## config.mk

```make
export PLATFORM = sky130hd
export DESIGN_NAME = decode_execute_pipe_reg
export DESIGN_NICKNAME = d
export VERILOG_FILES = /design/src/rtl/cpu_pkg.sv /design/src/rtl/sat_counter.sv /design/src/rtl/decode_execute_pipe_reg.sv
export SDC_FILE = /design/constraint.sdc
export NUM_CORES = 1
export LEC_CHECK = 0
export CORE_ASPECT_RATIO = 0.6
export CORE_UTILIZATION = 35
export CTS_CLUSTER_DIAMETER = 200
export DETAILED_ROUTE_END_ITERATION = 10
export PLACE_DENSITY = 0.72
export SYNTH_ARGS = -nofsm -noshare
export SYNTH_HDL_FRONTEND = slang
export SYNTH_SLANG_ARGS = --single-unit
```

## constraint.sdc

```tcl
create_clock -name clk -period 2.24 [get_ports clk]
set_clock_uncertainty 0.2 [all_clocks]
set_input_delay 0.448 -clock clk [delete_from_list [all_inputs] [get_ports clk]]
set_output_delay 0.448 -clock clk [all_outputs]
set_load 0.05 [all_outputs]
```

## src/rtl/cpu_pkg.sv

```systemverilog
// cpu_pkg: control bundle shared by the decode/execute, execute/memory and memory/writeback registers
package cpu_pkg;
  localparam int CTRL_ALUOP_W = 2;
  typedef struct packed {
    logic wbs;
    logic wme;
    logic mm;
    logic [CTRL_ALUOP_W-1:0] ALUop;
  } ctrl_t;
  localparam ctrl_t CTRL_BUBBLE = '0;
endpackage

```

## src/rtl/sat_counter.sv

```systemverilog
// sat_counter: event counter that sticks at all-ones until reset
module sat_counter #(
  parameter int CNT_W = 16
) (
  input  logic             clk,
  input  logic             rst_n,
  input  logic             inc,
  output logic [CNT_W-1:0] count
);
  logic [CNT_W-1:0] count_q, count_d;
  always_comb count_d = (inc && count_q != '1) ? count_q + 1'b1 : count_q;
  always_ff @(posedge clk) count_q <= !rst_n ? '0 : count_d;
  assign count = count_q;
endmodule

```

## src/rtl/decode_execute_pipe_reg.sv

```systemverilog
// decode_execute_pipe_reg: decode->execute stage register with stall, flush and hazard event counters
module decode_execute_pipe_reg
  import cpu_pkg::*;
#(
  parameter int DATA_W     = 32,
  parameter int REG_ADDR_W = 4,
  parameter int ALUOP_W    = CTRL_ALUOP_W,
  parameter int CNT_W      = 16
) (
  input  logic                  clk,
  input  logic                  rst_n,
  input  logic                  stall,
  input  logic                  flush,
  input  logic                  valid_in,
  input  logic                  wbs_in,
  input  logic                  wme_in,
  input  logic                  mm_in,
  input  logic [ALUOP_W-1:0]    ALUop_in,
  input  logic [DATA_W-1:0]     rd1_in,
  input  logic [DATA_W-1:0]     rd2_in,
  input  logic [DATA_W-1:0]     imm_in,
  input  logic [REG_ADDR_W-1:0] rd_addr_in,
  output logic                  valid_out,
  output logic                  wbs_out,
  output logic                  wme_out,
  output logic                  mm_out,
  output logic [ALUOP_W-1:0]    ALUop_out,
  output logic [DATA_W-1:0]     rd1_out,
  output logic [DATA_W-1:0]     rd2_out,
  output logic [DATA_W-1:0]     imm_out,
  output logic [REG_ADDR_W-1:0] rd_addr_out,
  output logic [CNT_W-1:0]      stall_cnt,
  output logic [CNT_W-1:0]      flush_cnt
);
  typedef struct packed {
    logic                  valid;
    ctrl_t                 ctrl;
    logic [DATA_W-1:0]     rd1;
    logic [DATA_W-1:0]     rd2;
    logic [DATA_W-1:0]     imm;
    logic [REG_ADDR_W-1:0] rd_addr;
  } stage_t;
  stage_t stage_q, stage_d;
  // a non-valid slot keeps its data but never carries control side effects
  always_comb
    stage_d = flush ? '0 :
              stall ? stage_q :
              stage_t'{valid_in, valid_in ? ctrl_t'{wbs_in, wme_in, mm_in, ALUop_in} : CTRL_BUBBLE,
                       rd1_in, rd2_in, imm_in, rd_addr_in};
  always_ff @(posedge clk) stage_q <= !rst_n ? '0 : stage_d;
  assign valid_out   = stage_q.valid;
  assign wbs_out     = stage_q.ctrl.wbs;
  assign wme_out     = stage_q.ctrl.wme;
  assign mm_out      = stage_q.ctrl.mm;
  assign ALUop_out   = stage_q.ctrl.ALUop;
  assign rd1_out     = stage_q.rd1;
  assign rd2_out     = stage_q.rd2;
  assign imm_out     = stage_q.imm;
  assign rd_addr_out = stage_q.rd_addr;
  sat_counter #(.CNT_W(CNT_W)) u_stall_cnt (.clk(clk), .rst_n(rst_n), .inc(stall && !flush), .count(stall_cnt));
  sat_counter #(.CNT_W(CNT_W)) u_flush_cnt (.clk(clk), .rst_n(rst_n), .inc(flush), .count(flush_cnt));
endmodule

```

==> metrics.cfg <==
[status]
status = completed

[setup_path]
critPathRequiredTime_ps = 1590
cpLargestDelayFamily = buffers and inverters
crit_path_max_fanout = 2
cpMaxStageDelayCell = clkdlybuf4s50_1
crit_chain = clkdlybuf4s50_1
worst-setup-path-type = register to output port
endpoint_kind = output port
crit_buf_inv = 1
crit_arrival_ps = 1560
worst_setup_path_start_kind = register
cp_slowest_stage_delay_ps = 810

[floorplan]
rows = 34
initial_core_util_pct = 36.1
dieWidth_um = 160
ios = 248
fp.dieH_um = 96.9
coreArea_um2 = 14500
die_area_um2 = 15500

[synthesis]
async_flop_share_pct = 0
syn_nets = 638
synth-compound-area-share_pct = 3.81
synthMuxAreaShare_pct = 19.3
synth_top_flop_cell = dfxtp_1
synth-edff-count = 0
synthXorXnorAreaFrac_pct = 3.67
netlist_instances = 526
avgSynthCellArea_um2 = 9.98
synth_area_um2 = 5250
synth-simple-area-share_pct = 17.8
synth_top_family_by_area = multiplexers
synth_fa_ha_area_share_pct = 0.477
synth_cell_types = 43
ys_seq_area_share_pct = 52.6
ys_seq_elements = 138
yosysWarnings = 0

[route]
first_pass_iters = 4
wl_per_cell_um = 15.5
viasPerCell = 4.79
first_iter_violations = 200
drc = 0
num_vias = 4759
ant_nets = 0
drt-total-wl_um = 15400

[global_routing]
grt_pass1_vias = 4821
grt_pass1_wl_um = 24900
grt_max_degree = 48
antenna_found_initial = 0
grt_use_total_pct = 20.2
overflow = 0

[timing]
timing.fmax_ghz = 0.453
finalCritPeriodShare_pct = 98.6
setup-tns-final_ps = 0
whs_ps = 292
maxSlewHeadroom_pct = 63.4
slew_viol_final = 0
worstMarginPinSlew_ps = 548
hold_viol = 0
setup_viol = 0
fin_crit_ps = 2210

[job]
cap_viol_max_count = 0

[placed_design]
gp_congestion = 0.857
io_buffers = 247
place_area_um2 = 8000
hpwlAfterDp_um = 11200

[clocking]
postCtsHoldBufs = 0
cts_tree = yes
insertion_delay_ps = 400
clockBufferDepth = 2
clock-root-buffer = clkbuf_16
cts_max_level = 4
path_clk_slew_ps = 60
cts.sinks = 138
cts_buffers = 17

[final_layout]
fin_area_um2 = 8780
layout-drive-gt1-share_pct = 11.2
area_growth_pct = 67.3
fin_nets = 895
diodes = 0

[min_path]
hp-class = register to register

[power]
p_per_area_nw_per_um2 = 730
ir_drop_mv = 0.399
p_leak_nw = 4.72
fin_total_pwr_mw = 6.41

==> layout make-up <==
type / count / area (um2)
fillers: 1213 / 5770
flip-flops and latches: 138 / 2770
repair buffers: 266 / 2760
multi-input cells: 357 / 2370
clock buffers: 19 / 443
well taps: 198 / 248
clock inverters: 12 / 188
inverters: 3 / 11.3
==> timing repair <==
action                                  4_1_cts  5_1_grt
cloned                                        0        0
hold endpoints to repair                      0        0
endpoints found under the setup margin       11       66
setup buffers                                 0        0
pin swaps                                     0        0
resized for setup                            11       66
==> cell families after synthesis <==
group	after synthesis
buffers and inverters	31
adders and majority gates	2
and+or+nand+nor	202
xor gates and xnor gates	22
muxes	101
AOI/OAI and AO/OA	30
DFF	138
==> synth_stat cells, types with 2 or more instances <==
master / n / area share [%]
a21oi_1: 7 / 0.67
a22oi_1: 5 / 0.72
and3_1: 6 / 0.72
and4_1: 2 / 0.33
buf_1: 9 / 0.64
buf_2: 7 / 0.67
clkbuf_1: 12 / 0.86
dfxtp_1: 138 / 53
ha_1: 2 / 0.48
inv_1: 2 / 0.14
mux2i_1: 101 / 19
nand2_1: 15 / 1.1
nand2b_1: 2 / 0.24
nand3_1: 12 / 1.1
nand4_1: 7 / 0.83
nand4b_1: 2 / 0.33
nor2_1: 133 / 9.5
nor2b_1: 4 / 0.48
nor3_1: 4 / 0.38
o2111ai_1: 2 / 0.33
o211ai_1: 2 / 0.29
o21ai_1: 7 / 0.67
or3_1: 4 / 0.48
or4_1: 2 / 0.29
xnor2_1: 8 / 1.3
xor2_1: 14 / 2.3
==> per-layer routing <==
layer  global-route usage, %  part of all wire, %
met1                    26.1                   45
met2                    32.3                   46
met3                    6.30                  8.2
met4                    6.15                 0.96
met5                       0                    0
==> worst paths after layout <==
kind	from	to	slack, ps	cells after the start
max	imm_out[18]	imm_out[18]	30	1
min	rd1_out[10]	rd1_out[10]	290	2
max reg2reg	u_stall_cnt.count[15]	u_stall_cnt.count[6]	230	5
min reg2reg	rd1_out[10]	rd1_out[10]	290	2
==> flip-flops by register name (all words and copies together) (netlist names) <==
register,flops
u_flush_cnt.count,16
imm_out,32
rd_addr_out,4
valid_out,1
wbs_out,1
wme_out,1
u_stall_cnt.count,16
mm_out,1
rd1_out,32
ALUop_out,2
rd2_out,32
==> metrics by stage <==
step | utilization (%) | worst slack (ps) | instances
final | 60.4 | 31.9 | 993
after global routing | 60.4 | -13.4 | 993
after CTS | 59.2 | 2.74 | 993
after detailed placement | 55.0 | -66.6 | 962
after global placement | 55.0 | -50.1 | 962
after floorplan | - | 9.53 | 526
==> where the power goes <==
part	internal, mW	switching, mW	leakage [nW]
Clock	1.91	1.11	0.301
Sequential	2.52	0.0389	1.12
Combinational	0.390	0.449	3.30
Total	4.82	1.59	4.72
==> cells in the final DEF (no fill, tap or decap), drive strengths merged, types with 3 or more instances in the layout <==
cell type,instances
o2111ai,3
o21ai,8
dfxtp,138
nand2,15
nor3,4
bufinv,4
dlymetal6s2s,66
nor4,3
and3,6
nor2b,4
a21oi,7
xnor2,8
nand3,13
clkdlybuf4s50,141
xor2,14
dlygate4sd2,11
nand2b,3
buf,48
clkbuf,19
a22oi,5
nor2,133
nand4,8
inv,7
mux2i,101
or3,5
No activity file was read; power rests on OpenSTA's default activity.
